`src/rtl/bal_seq_pkg.sv`:
```
// Shared types, default channel/threshold constants and the diff saturation
// helper for the balance update sequencer.
package bal_seq_pkg;

  typedef enum logic [2:0] {
    IDLE   = 3'd0,
    W_LFT  = 3'd1,
    W_RGHT = 3'd2,
    W_BATT = 3'd3,
    UPDT   = 3'd4
  } state_t;

  typedef logic [11:0] smpl_t;

  localparam logic [2:0]  LFT_CHNL_D     = 3'd0;
  localparam logic [2:0]  RGHT_CHNL_D    = 3'd4;
  localparam logic [2:0]  BATT_CHNL_D    = 3'd5;
  localparam logic [12:0] MIN_RIDER_WT_D = 13'h0200;
  localparam logic [12:0] WT_HYST_D      = 13'h0040;
  localparam int          TIMEOUT_D      = 1023;

  // Clamp a 13-bit signed difference into the 12-bit signed range.
  function automatic logic signed [11:0] sat12(input logic signed [12:0] d);
    if (d > 13'sd2047)
      return 12'sh7FF;
    else if (d < -13'sd2048)
      return 12'sh800;
    else
      return d[11:0];
  endfunction

endpackage

```
`src/rtl/bal_seq_tmr.sv`:
```
// Conversion watchdog: counts cycles spent waiting on the A2D and flags
// expiry on the TIMEOUT-th consecutive waiting cycle.
module bal_seq_tmr #(
  parameter int TIMEOUT = 1023
) (
  input  logic clk,
  input  logic rst,
  input  logic clr,
  input  logic en,
  output logic expired
);

  localparam int CNT_W = $clog2(TIMEOUT + 1);

  logic [CNT_W-1:0] cnt;

  assign expired = en && (cnt == CNT_W'(TIMEOUT - 1));

  always_ff @(posedge clk) begin
    if (rst || clr || expired)
      cnt <= '0;
    else if (en)
      cnt <= cnt + CNT_W'(1);
  end

endmodule

```
`src/rtl/bal_update_seq.sv`:
```
// Sequences left/right/battery conversions on the shared A2D per pitch sample
// and produces the saturated load-cell diff, hysteretic rider_off and bal_vld.
module bal_update_seq
  import bal_seq_pkg::*;
#(
  parameter logic [2:0]  LFT_CHNL     = LFT_CHNL_D,
  parameter logic [2:0]  RGHT_CHNL    = RGHT_CHNL_D,
  parameter logic [2:0]  BATT_CHNL    = BATT_CHNL_D,
  parameter logic [12:0] MIN_RIDER_WT = MIN_RIDER_WT_D,
  parameter logic [12:0] WT_HYST      = WT_HYST_D,
  parameter int          TIMEOUT      = TIMEOUT_D
) (
  input  logic        clk,
  input  logic        rst,
  input  logic        nxt_ptch_vld,
  input  logic        a2d_cnv_cmplt,
  input  logic [11:0] a2d_res,
  output logic        a2d_strt,
  output logic [2:0]  a2d_chnl,
  output logic [11:0] lft_ld,
  output logic [11:0] rght_ld,
  output logic [11:0] batt,
  output logic [11:0] ld_cell_diff,
  output logic        rider_off,
  output logic        bal_vld,
  output logic        ovr_err,
  output logic        a2d_err
);

  localparam logic [12:0] RIDER_LO = MIN_RIDER_WT - WT_HYST;
  localparam logic [12:0] RIDER_HI = MIN_RIDER_WT + WT_HYST;

  state_t state, nxt_state;
  logic   strt_nxt, lft_we, rght_we, batt_we, updt, ovr_set, err_set;
  logic   waiting, expired, rider_off_nxt;
  logic [2:0]         chnl_nxt;
  logic signed [12:0] diff;
  logic [12:0]        sum;

  assign waiting = (state == W_LFT) || (state == W_RGHT) || (state == W_BATT);

  bal_seq_tmr #(.TIMEOUT(TIMEOUT)) u_tmr (
    .clk     (clk),
    .rst     (rst),
    .clr     (!waiting || a2d_cnv_cmplt),
    .en      (waiting),
    .expired (expired)
  );

  // Diff and sum are formed from the already-latched lft/rght values, so the
  // update can be registered on the same edge that captures the battery.
  assign diff = $signed({1'b0, lft_ld}) - $signed({1'b0, rght_ld});
  assign sum  = {1'b0, lft_ld} + {1'b0, rght_ld};

  always_comb begin
    rider_off_nxt = rider_off;
    if (sum < RIDER_LO)
      rider_off_nxt = 1'b1;
    else if (sum > RIDER_HI)
      rider_off_nxt = 1'b0;
  end

  always_comb begin
    nxt_state = state;
    strt_nxt  = 1'b0;
    chnl_nxt  = a2d_chnl;
    lft_we    = 1'b0;
    rght_we   = 1'b0;
    batt_we   = 1'b0;
    updt      = 1'b0;
    err_set   = 1'b0;
    ovr_set   = nxt_ptch_vld && (state != IDLE);
    case (state)
      IDLE: if (nxt_ptch_vld) begin
        strt_nxt  = 1'b1;
        chnl_nxt  = LFT_CHNL;
        nxt_state = W_LFT;
      end
      W_LFT: if (a2d_cnv_cmplt) begin
        lft_we    = 1'b1;
        strt_nxt  = 1'b1;
        chnl_nxt  = RGHT_CHNL;
        nxt_state = W_RGHT;
      end else if (expired) begin
        err_set   = 1'b1;
        nxt_state = IDLE;
      end
      W_RGHT: if (a2d_cnv_cmplt) begin
        rght_we   = 1'b1;
        strt_nxt  = 1'b1;
        chnl_nxt  = BATT_CHNL;
        nxt_state = W_BATT;
      end else if (expired) begin
        err_set   = 1'b1;
        nxt_state = IDLE;
      end
      W_BATT: if (a2d_cnv_cmplt) begin
        batt_we   = 1'b1;
        updt      = 1'b1;
        nxt_state = UPDT;
      end else if (expired) begin
        err_set   = 1'b1;
        nxt_state = IDLE;
      end
      UPDT:    nxt_state = IDLE;
      default: nxt_state = IDLE;
    endcase
  end

  always_ff @(posedge clk) begin
    if (rst)
      state <= IDLE;
    else
      state <= nxt_state;
  end

  // Output register stage: bal_vld and the new diff/rider_off appear together.
  always_ff @(posedge clk) begin
    if (rst) begin
      a2d_strt     <= 1'b0;
      a2d_chnl     <= LFT_CHNL;
      lft_ld       <= '0;
      rght_ld      <= '0;
      batt         <= '0;
      ld_cell_diff <= '0;
      rider_off    <= 1'b1;
      bal_vld      <= 1'b0;
      ovr_err      <= 1'b0;
      a2d_err      <= 1'b0;
    end else begin
      a2d_strt <= strt_nxt;
      a2d_chnl <= chnl_nxt;
      bal_vld  <= updt;
      ovr_err  <= ovr_err | ovr_set;
      a2d_err  <= a2d_err | err_set;
      if (lft_we)  lft_ld  <= a2d_res;
      if (rght_we) rght_ld <= a2d_res;
      if (batt_we) batt    <= a2d_res;
      if (updt) begin
        ld_cell_diff <= sat12(diff);
        rider_off    <= rider_off_nxt;
      end
    end
  end

endmodule

```
`config.mk`:
```
export PLATFORM = sky130hd
export DESIGN_NAME = bal_update_seq
export DESIGN_NICKNAME = d
export VERILOG_FILES = /design/src/rtl/bal_seq_pkg.sv /design/src/rtl/bal_seq_tmr.sv /design/src/rtl/bal_update_seq.sv
export SDC_FILE = /design/constraint.sdc
export NUM_CORES = 1
export LEC_CHECK = 0
export ABC_AREA = 1
export BUFFER_PORTS_ARGS = -buffer_cell sky130_fd_sc_hd__buf_2
export CAP_MARGIN = 0
export CORE_MARGIN = 1.5
export CORE_UTILIZATION = 55
export DETAILED_ROUTE_END_ITERATION = 10
export PLACE_DENSITY = 0.88
export SLEW_MARGIN = 20
export SYNTH_ARGS = -nofsm -noshare
export SYNTH_HDL_FRONTEND = slang
export SYNTH_HIERARCHICAL = 1
export SYNTH_SLANG_ARGS = --single-unit
```
`constraint.sdc`:
```
create_clock -name clk -period 2.31 [get_ports clk]
set_input_delay 0.462 -clock clk [delete_from_list [all_inputs] [get_ports clk]]
set_output_delay 0.462 -clock clk [all_outputs]
set_load 0.01 [all_outputs]
```
# [Word-level counts from Yosys, hierarchy flattened]
# Cells that the tools add are included.
[classes] reduce_logical=16 bitwise=2 mux=23 eq_ne=7 magnitude_cmp=4 add_sub_neg=3
[ops] operator="2-to-1 mux 12 bit" n=2
[ops] operator="2-to-1 mux 3 bit" n=8
[ops] operator="adder 12 x 12 -> 13 bit" n=1
[ops] operator="> comparator 13 x 10 -> 1 bit (second input constant)" n=1
[ops] operator="> comparator 13 x 12 -> 1 bit (second input constant)" n=1
[ops] operator="< comparator 13 x 12 -> 1 bit (second input constant)" n=1
[ops] operator="< comparator 13 x 9 -> 1 bit (second input constant)" n=1
[ops] operator="subtractor 12 x 12 -> 13 bit" n=1
[ops] operator="one-hot mux 3 bit (4 select lines)" n=1
[ops] operator="adder 10 x 1 -> 10 bit (second input constant)" n=1
[ops] operator="equality test 10 bit (second input constant)" n=1
[ops] operator="2-to-1 mux 1 bit" n=10
[ops] operator="one-hot mux 3 bit (3 select lines)" n=1
[ops] operator="equality test 3 x 2 -> 1 bit (second input constant)" n=2
[ops] operator="!= test 2 bit (second input constant)" n=3
[ops] operator="nonzero test 3 bit" n=2
[ops] operator="logical OR 1 bit" n=5
[ops] operator="AND reduction 4 bit" n=1
[ops] operator="equality test 3 x 1 -> 1 bit (second input constant)" n=1
[ops] operator="logical NOT 3 bit" n=1
[ops] operator="OR reduction 3 bit" n=1
[ops] operator="logical AND 1 bit" n=2
[ops] operator="OR 1 bit" n=2
[ops] operator="one-hot mux 1 bit (2 select lines)" n=1
[ops] operator="4 further kinds" n=4
[totals] word_cells=67 reg_bits=69 in_bits=16

# [Depth between registers and ports, before layout]
# Gate-level depths: netlist of run 1.
[logic_depth] word_depth=8 depth_mapped=19 mapped_depth_nobuf=18

# [Modules after synthesis]
# Netlist of run 1, hierarchy kept.
[modules_own_cells] module="bal_update_seq" instances=1 area_per_inst_um2=3597.2 cells_each=514
[modules_own_cells] module="bal_seq_tmr" instances=1 area_per_inst_um2=536.8 cells_each=78

# [Worst setup path after synthesis of run 1]
# OpenSTA, ideal clock, no wires.
[synth_timing] kind="flip-flop to flip-flop" start="reg lft_ld[0]" end="reg ld_cell_diff[10]" stages_incl_launch_ff=12 setup_slack_ps=280 arrival_time_ps=1964 n_path_buf=0 path_cell_list="dfxtp_1 -> inv_1 -> ha_1 -> fa_1 -> o21ai_2 -> and3_1 -> nor2_2 -> inv_2 -> nand3_2 -> nand2_2 -> inv_4 -> a21oi_2"
[synth_between] elab_chain_cells=4 elab_cells_between_ends=5 classes_between="1 x add/sub; 2 x order compare; 2 x mux"
[synth_lines] item="start: declaration" line_no="bal_update_seq.sv:20" source="output logic [11:0] lft_ld,"
[synth_lines] item="start signal: assignment" line_no="bal_update_seq.sv:136" source="if (lft_we) lft_ld <= a2d_res;"
[synth_lines] item="subtractor 12 x 12 -> 13 bit *" line_no="bal_update_seq.sv:52" source="assign diff = $signed({1'b0, lft_ld}) - $signed({1'b0, rght_ld});"
[synth_lines] item="< comparator 13 x 12 -> 1 bit" line_no="bal_seq_pkg.sv:26" source="else if (d < -13'sd2048)"
[synth_lines] item="2-to-1 mux 12 bit" line_no="bal_seq_pkg.sv:26"
[synth_lines] item="2-to-1 mux 12 bit *" line_no="bal_seq_pkg.sv:24" source="if (d > 13'sd2047)"
[synth_lines] item="end signal: assignment" line_no="bal_update_seq.sv:140" source="ld_cell_diff <= sat12(diff);"
[synth_lines] item="end: declaration" line_no="bal_update_seq.sv:23" source="output logic [11:0] ld_cell_diff,"
# Mark *: on every way between the ends. The rest lies on a longest branch, timed or not.
# A chain may end at the register's enable or synchronous reset.

# [Final worst setup path of run 1]
[layout_timing] start="reg rght_ld[9]" end="reg ld_cell_diff[10]"
[layout_between] elab_chain_cells=4 elab_cells_between_ends=5 classes_between="1 x add/sub; 2 x order compare; 2 x mux"
[layout_lines] item="start: declaration" line_no="bal_update_seq.sv:21" source="output logic [11:0] rght_ld,"
[layout_lines] item="start signal: assignment" line_no="bal_update_seq.sv:137" source="if (rght_we) rght_ld <= a2d_res;"
[layout_lines] item="subtractor 12 x 12 -> 13 bit *" line_no="bal_update_seq.sv:52"
[layout_lines] item="< comparator 13 x 12 -> 1 bit" line_no="bal_seq_pkg.sv:26"
[layout_lines] item="2-to-1 mux 12 bit" line_no="bal_seq_pkg.sv:26"
[layout_lines] item="2-to-1 mux 12 bit *" line_no="bal_seq_pkg.sv:24"
# Marked as above.

==> results of run 1 <==
==> worst register-to-register path, stage by stage, from the launching register on <==
cell and delay, ns:
dfxtp_1 0.39, inv_1 0.08, ha_1 0.48, nand2_1 0.14
nor2_1 0.20, nand2_1 0.09, o211ai_1 0.31, or2_2 0.18
nand3_1 0.09, a21oi_2 0.14
==> cells in the final DEF (no fill, tap or decap), types with 2 or more instances in the layout <==
master and count:
nand2_1 111, nor2_1 101, buf_2 70, dfxtp_1 67, inv_1 61, o21ai_0 56
a21oi_1 31, ha_1 23, nand3_1 22, a21oi_2 16, nand2_2 16, xor2_1 9
clkbuf_8 9, buf_4 8, inv_2 7, nor3_1 6, nand4_1 4, o21bai_1 3
a21oi_4 3, nand3_2 3, ha_2 3, bufinv_16 3, o21ai_1 2, o21ai_4 2
nor2_2 2, xnor2_1 2, a31oi_1 2, nand2_4 2, o211ai_1 2, or2_2 2
nor2_4 2
==> routing by layer <==
metal | up-vias | routed length [um] | global-route usage
met5 | - | 0 | 0
met4 | 0 | 235 | 0.1189
met3 | 21 | 738 | 0.05302
met2 | 177 | 5054 | 0.4512
met1 | 1848 | 4881 | 0.3550
li1 | 2018 | - | -
==> kinds of logic after synthesis <==
| kind of cell | count (synthesis) | synth area share |
|---|---|---|
| buffers and inverters | 91 | 0.09443 |
| flip-flops | 68 | 0.3293 |
| AND/OR/NAND/NOR | 274 | 0.2878 |
| AO/OA/AOI/OAI | 119 | 0.1758 |
| other | 1 | 0.0009071 |
| adder cells (fa/ha/maj) | 28 | 0.08838 |
| XOR/XNOR | 11 | 0.02331 |
==> flip-flops by register name, summed over array words and instances (netlist names), 2 cells and up <==
signal / flops
a2d_chnl: 2
u_tmr/cnt: 10
rght_ld: 12
state: 3
batt: 12
ld_cell_diff: 12
lft_ld: 12
==> Yosys cell counts, drive strengths merged <==
master,number
a21oi,50
or2,2
nand3,25
and3,1
a311oi,1
conb,1
clkbuf,10
dfxtp,68
buf,11
xor2,9
nor2,105
nand2,129
nand4,5
xnor2,2
clkinv,1
o211ai,2
o21bai,3
inv,69
o21ai,61
ha,26
nor3,7
a31oi,2
fa,2
==> worst min-delay path by stage <==
stage / startpoint / to / depth (start not counted)
finish: a2d_res[11] / lft_ld[11] / 3
global placement: ovr_err / ovr_err / 2
floorplan: u_tmr/cnt[5] / u_tmr/cnt[5] / 2
CTS: a2d_res[9] / lft_ld[9] / 3
global route: a2d_res[9] / lft_ld[9] / 3
detailed placement: batt[11] / batt[11] / 2
==> final cells by class <==
| class | instances | area, um2 |
|---|---|---|
| clock buffer | 10 | 127.6 |
| multi-input combinational | 433 | 2400 |
| timing repair buffer | 78 | 410.4 |
| clock inverter | 6 | 111.4 |
| fill | 660 | 2452 |
| tap | 99 | 123.9 |
| sequential | 68 | 1363 |
| inverter | 70 | 265.3 |
==> where the power goes <==
group          total [mW]  switching [mW]  internal [mW]  leakage, nW
sequential           1.26          0.0422           1.21        0.552
clock                1.19           0.475          0.719        0.117
combinational       0.859           0.564          0.295         1.72
total                3.31            1.08           2.23         2.38
==> metrics by stage <==
step,cell area (um2),cells
after global routing,4801,764
final,4801,764
after global placement,4543,748
after CTS,4782,764
after detailed placement,4543,748
after floorplan,4134,592
==> metrics.txt, run 1 <==
outcome=finished clean; final period utilization=0.9404; fraction of final layout cells with drive strength greater than 1=0.2361; area share of the largest cell type after synthesis=0.3293; power density over the cells=around 690 mW/mm2; launch point of the worst reg-to-reg path=rght_ld[9]; DR iter-0 viols=226; effective utilization at floorplan=0.5700; count of antenna-violating nets left after detailed routing=0; sort of element at the start of the critical path=flop; Yosys reg bits=68; largest cells by area after synthesis=dfxtp_1, nand2_1, nor2_1; Netlist cell types=39; hold buffer count at CTS=0; Crit Path Class=flop to flop; total power of the final layout=3.310 mW; wire length of the first global-routing pass=16.92 mm; post-CTS setup buffer count=0; total nets after synthesis=636; slew margin rel.=0.6440; final setup violation count=0; most numerous cell on the critical path=nand2_1; largest vdd supply drop=0.0004063 V; first element of the critical path=rght_ld[9]; number of CTS-inserted buffers=9; library cell used as clock root buffer=clkbuf_8; number of antenna violations at the first check in global routing=0; WP data required=2.59 ns; maximum cell stage delay along the critical path=0.48 ns; horizontal die dimension=89.70 um; total negative setup slack=0 ns; count of buffer and inverter cells on the critical path=1; max-slew violation count=0; max-cap viol count=0; post-detailed-route DRC marker count=0; maximum root-to-sink buffer count=2; clock latency reported for the late side of the worst-skew pair=0.35 ns; Hold Crit Class=input pin to flop; chip height=~90 um; Clock Pin Slew Worst Setup and Hold Paths=0.07 ns; core box area=0.007253 mm2; setup repair after global routing missed its margin=false; final hold slack=0.3701 ns; mean instance size in the synthesized netlist=6.983 um2; cell with the largest stage delay on the worst path=ha_1; worst slack, placed=0.1555 ns; first-pass iteration count of the detailed router=5; clock sinks=68; cell class contributing the biggest share of worst-path delay=simple AND/OR/NAND/NOR gates; final-report hold violation count=0; Max H-tree Level=3; total of cells resized after clock tree synthesis=0; cell count of the worst reg-to-reg path=9; endpoint of the worst setup timing path=ld_cell_diff[10]; routability congestion estimate from global placement=roughly 0.9; synthesis warning total=6; worst endpoint data arrival time=2.45 ns; Port-buffer cells=70; clock tree from TritonCTS=done; count of standard-cell rows=31; I/O pins=72; remaining global-route overflow=0; pin count of the biggest net entering global routing=29; skew final=around 0.0096 ns; final worst setup slack=0.1376 ns; sequential cell area fraction in the yosys report=0.3293; Detail Placement HPWL=8.199 mm; register-to-register path setup slack=about 0.14 ns; cell accounting for the most synthesized area=dfxtp_1; cell count after synthesis=592; post-detailed-route via-to-cell ratio=between 5 and 6; cell area after synthesis=just over 0.004 mm2; ant diodes=0; Reg-to-Reg End=ld_cell_diff[10]; layout net count=704; fmax=460.3 MHz; area delta synth->final=16.13%; number of cells on the critical path=9; worst-path cell chain=inv_1 > ha_1 > nand2_1 > nor2_1 > nand2_1 > o211ai_1 > or2_2 > nand3_1 > a21oi_2; area of the die=0.008045 mm2; CP max FO=7; Leakage Power=2.385 nW; CP Capture Type=flop; slew at the pin closest to its max-slew limit=0.5334 ns; Vias=a little over 4000; min Tclk post-route=2.172 ns; aggregate routed wire length=10.91 mm; Post-Route Utilization=0.6619; overall routing resource usage=0.2759; number of global-route vias before repair=3649; Routed wire per std cell=approximately 14 um
(Power assumes the default switching activity.)
==> run 2, diff against run 1 <==
--- a/config.mk
+++ b/config.mk
@@ -9,9 +9,10 @@
 export BUFFER_PORTS_ARGS = -buffer_cell sky130_fd_sc_hd__buf_2
 export CAP_MARGIN = 0
 export CORE_MARGIN = 1.5
-export CORE_UTILIZATION = 55
+export CORE_UTILIZATION = 58
+export CTS_BUF_LIST = sky130_fd_sc_hd__clkbuf_4
 export DETAILED_ROUTE_END_ITERATION = 10
-export PLACE_DENSITY = 0.88
+export PLACE_DENSITY = 0.91
 export SLEW_MARGIN = 20
 export SYNTH_ARGS = -nofsm -noshare
 export SYNTH_HDL_FRONTEND = slang
==> run 2 against run 1 <==
- utilization increased by 2.9 points
- clock power decreased by 24%
- register-to-register slack improved by 0.02 ns
- power decreased by 8.7%
- clock-buffer cell count decreased by 1
- critical path depth increased by 1
- routed wire length decreased by 0.57%
- die area decreased by 5.0%
- hold slack got worse by 0.071 ns
- sequential cell count unchanged
- non-clock buffer count decreased by 2
==> metrics.txt, run 2 (same netlist as run 1, synthesis figures left out) <==
overall routing resource usage=0.2925 (was 0.2759); maximum cell stage delay along the critical path=0.52 ns (was 0.48 ns); number of antenna violations at the first check in global routing=0 (unchanged); final worst setup slack=0.1553 ns (was 0.1376 ns); aggregate routed wire length=10.85 mm (was 10.91 mm); final hold slack=0.2990 ns (was 0.3701 ns); count of standard-cell rows=30 (was 31); area of the die=0.007643 mm2 (was 0.008045 mm2); Post-Route Utilization=0.6905 (was 0.6619); number of global-route vias before repair=3800 (was 3649); I/O pins=72 (unchanged); worst endpoint data arrival time=2.51 ns (was 2.45 ns); cell area after placement=0.004529 mm2 (was 0.004543 mm2); commonest cells after routing, fill and taps aside=nand2_1, nor2_1, buf_2, dfxtp_1, inv_1 (unchanged); skew final=0.02142 ns (was 0.009619 ns); first-pass iteration count of the detailed router=5 (unchanged); fmax=464.1 MHz (was 460.3 MHz); layout net count=702 (was 704); Leakage Power=2.346 nW (was 2.385 nW); core box area=0.006832 mm2 (was 0.007253 mm2); post-detailed-route DRC marker count=0 (unchanged); maximum root-to-sink buffer count=2 (unchanged); number of CTS-inserted buffers=9 (unchanged); max-slew violation count=0 (unchanged); Hold Crit Class=input pin to flop (unchanged); worst slack, placed=0.07668 ns (was 0.1555 ns); sort of element at the start of the critical path=flop (unchanged); Detail Placement HPWL=8.141 mm (was 8.199 mm); finished layout cell area=0.004717 mm2 (was 0.004801 mm2); length of routed met3 wiring=864 um (was 738 um); WP data required=2.66 ns (was 2.59 ns); Vias=4129 (was 4064); power density over the cells=640.8 mW/mm2 (was 689.4 mW/mm2); Routed wire per std cell=14.29 um (was 14.28 um); min Tclk post-route=2.155 ns (was 2.172 ns); final-report hold violation count=0 (unchanged); pin count of the biggest net entering global routing=33 (was 29); chip height=87.43 um (was 89.70 um); area delta synth->final=14.10% (was 16.13%); slew at the pin closest to its max-slew limit=0.5028 ns (was 0.5334 ns); routed metal-1 wire length=4.635 mm (was 4.881 mm); max-cap viol count=0 (unchanged); clock tree from TritonCTS=done (unchanged); post-detailed-route via-to-cell ratio=5.440 (was 5.319); final-layout fill cell count=590 (was 660); Max H-tree Level=3 (unchanged); number of standard cells in the final layout excluding fillers=759 (was 764); CP max FO=9 (was 7); clock latency reported for the late side of the worst-skew pair=0.42 ns (was 0.35 ns); Crit Path Class=flop to flop (unchanged); largest vdd supply drop=0.0004715 V (was 0.0004063 V); final period utilization=0.9328 (was 0.9404); clock sinks=68 (unchanged); outcome=finished clean (unchanged); wire length of the first global-routing pass=17.62 mm (was 16.92 mm); horizontal die dimension=87.43 um (was 89.70 um); cell with the largest stage delay on the worst path=dfxtp_1 (was ha_1); DR iter-0 viols=287 (was 226); library cell used as clock root buffer=clkbuf_4 (was clkbuf_8); effective utilization at floorplan=0.6051 (was 0.5700); fraction of final layout cells with drive strength greater than 1=0.2368 (was 0.2361); number of placed cells counting well taps=742 (was 748); routability congestion estimate from global placement=0.9628 (was 0.9124); remaining global-route overflow=0 (unchanged); slew margin rel.=0.6644 (was 0.6440); highest metal layer with signal wires=met4 (unchanged); commonest non-fill, non-tap cell in the layout=nand2_1 (unchanged); ant diodes=0 (unchanged); count of antenna-violating nets left after detailed routing=0 (unchanged); final setup violation count=0 (unchanged); hold buffer count at CTS=0 (unchanged); Port-buffer cells=70 (unchanged); Clock Pin Slew Worst Setup and Hold Paths=0.13 ns (was 0.07 ns); total negative setup slack=0 ns (unchanged); total power of the final layout=3.023 mW (was 3.310 mW); CP Capture Type=flop (unchanged); worst-path cell chain=inv_1 > fa_1 > o21ai_2 > and3_1 > nor2_2 > inv_2 > nand3_2 > nand2_2 > inv_4 > a21oi_2 (was inv_1 > ha_1 > nand2_1 > nor2_1 > nand2_1 > o211ai_1 > or2_2 > nand3_1 > a21oi_2); met2 wire length=5.247 mm (was 5.054 mm)
## run 2: worst max-delay path: cells and delay by family (launching register included)
kind | cells | cell delay (ns)
DFF | 1 | 0.52
adders and majority gates | 1 | 0.51
AOI/OAI and AO/OA | 2 | 0.35
buffers and inverters | 3 | 0.31
and+or+nand+nor | 4 | 0.43
## run 2: worst paths after layout
| path | from | cells past startpoint | to | slack, ns |
|---|---|---|---|---|
| setup / recovery | lft_ld[1] | 10 | ld_cell_diff[10] | 0.16 |
| hold / removal | a2d_res[3] | 3 | lft_ld[3] | 0.30 |
| setup reg to reg | lft_ld[1] | 10 | ld_cell_diff[10] | 0.16 |
| hold reg to reg | ovr_err | 2 | ovr_err | 0.48 |
## run 2: metal layers
metal | track usage | vias to the layer above
met4 | 0.08514 | 0
met5 | 0 | -
met3 | 0.05782 | 12
met2 | 0.4888 | 190
met1 | 0.3818 | 1910
li1 | - | 2017
## run 2: timing repair
action                     CTS  global route
setup buffers                0             1
setup endpoints to repair    0            12
gates resized for setup      0             6
## run 2: area by class of cell
cell class / instances / area, um2 / area share
tap: 96 / 120.1 / 0.02546
sequential: 68 / 1363 / 0.2889
clock buffer: 9 / 67.56 / 0.01432
clock inverter: 7 / 98.84 / 0.02095
multi-input combinational: 433 / 2395 / 0.5077
inverter: 70 / 265.3 / 0.05623
timing repair buffer: 76 / 407.9 / 0.08647
## run 2: report_power, final
part           internal [mW]  switching (mW)  leakage (nW)  total (mW)
Clock                  0.444           0.466        0.0865       0.910
Combinational          0.296           0.560          1.71       0.856
Sequential              1.22          0.0415         0.552        1.26
Total                   1.96            1.07          2.35        3.02
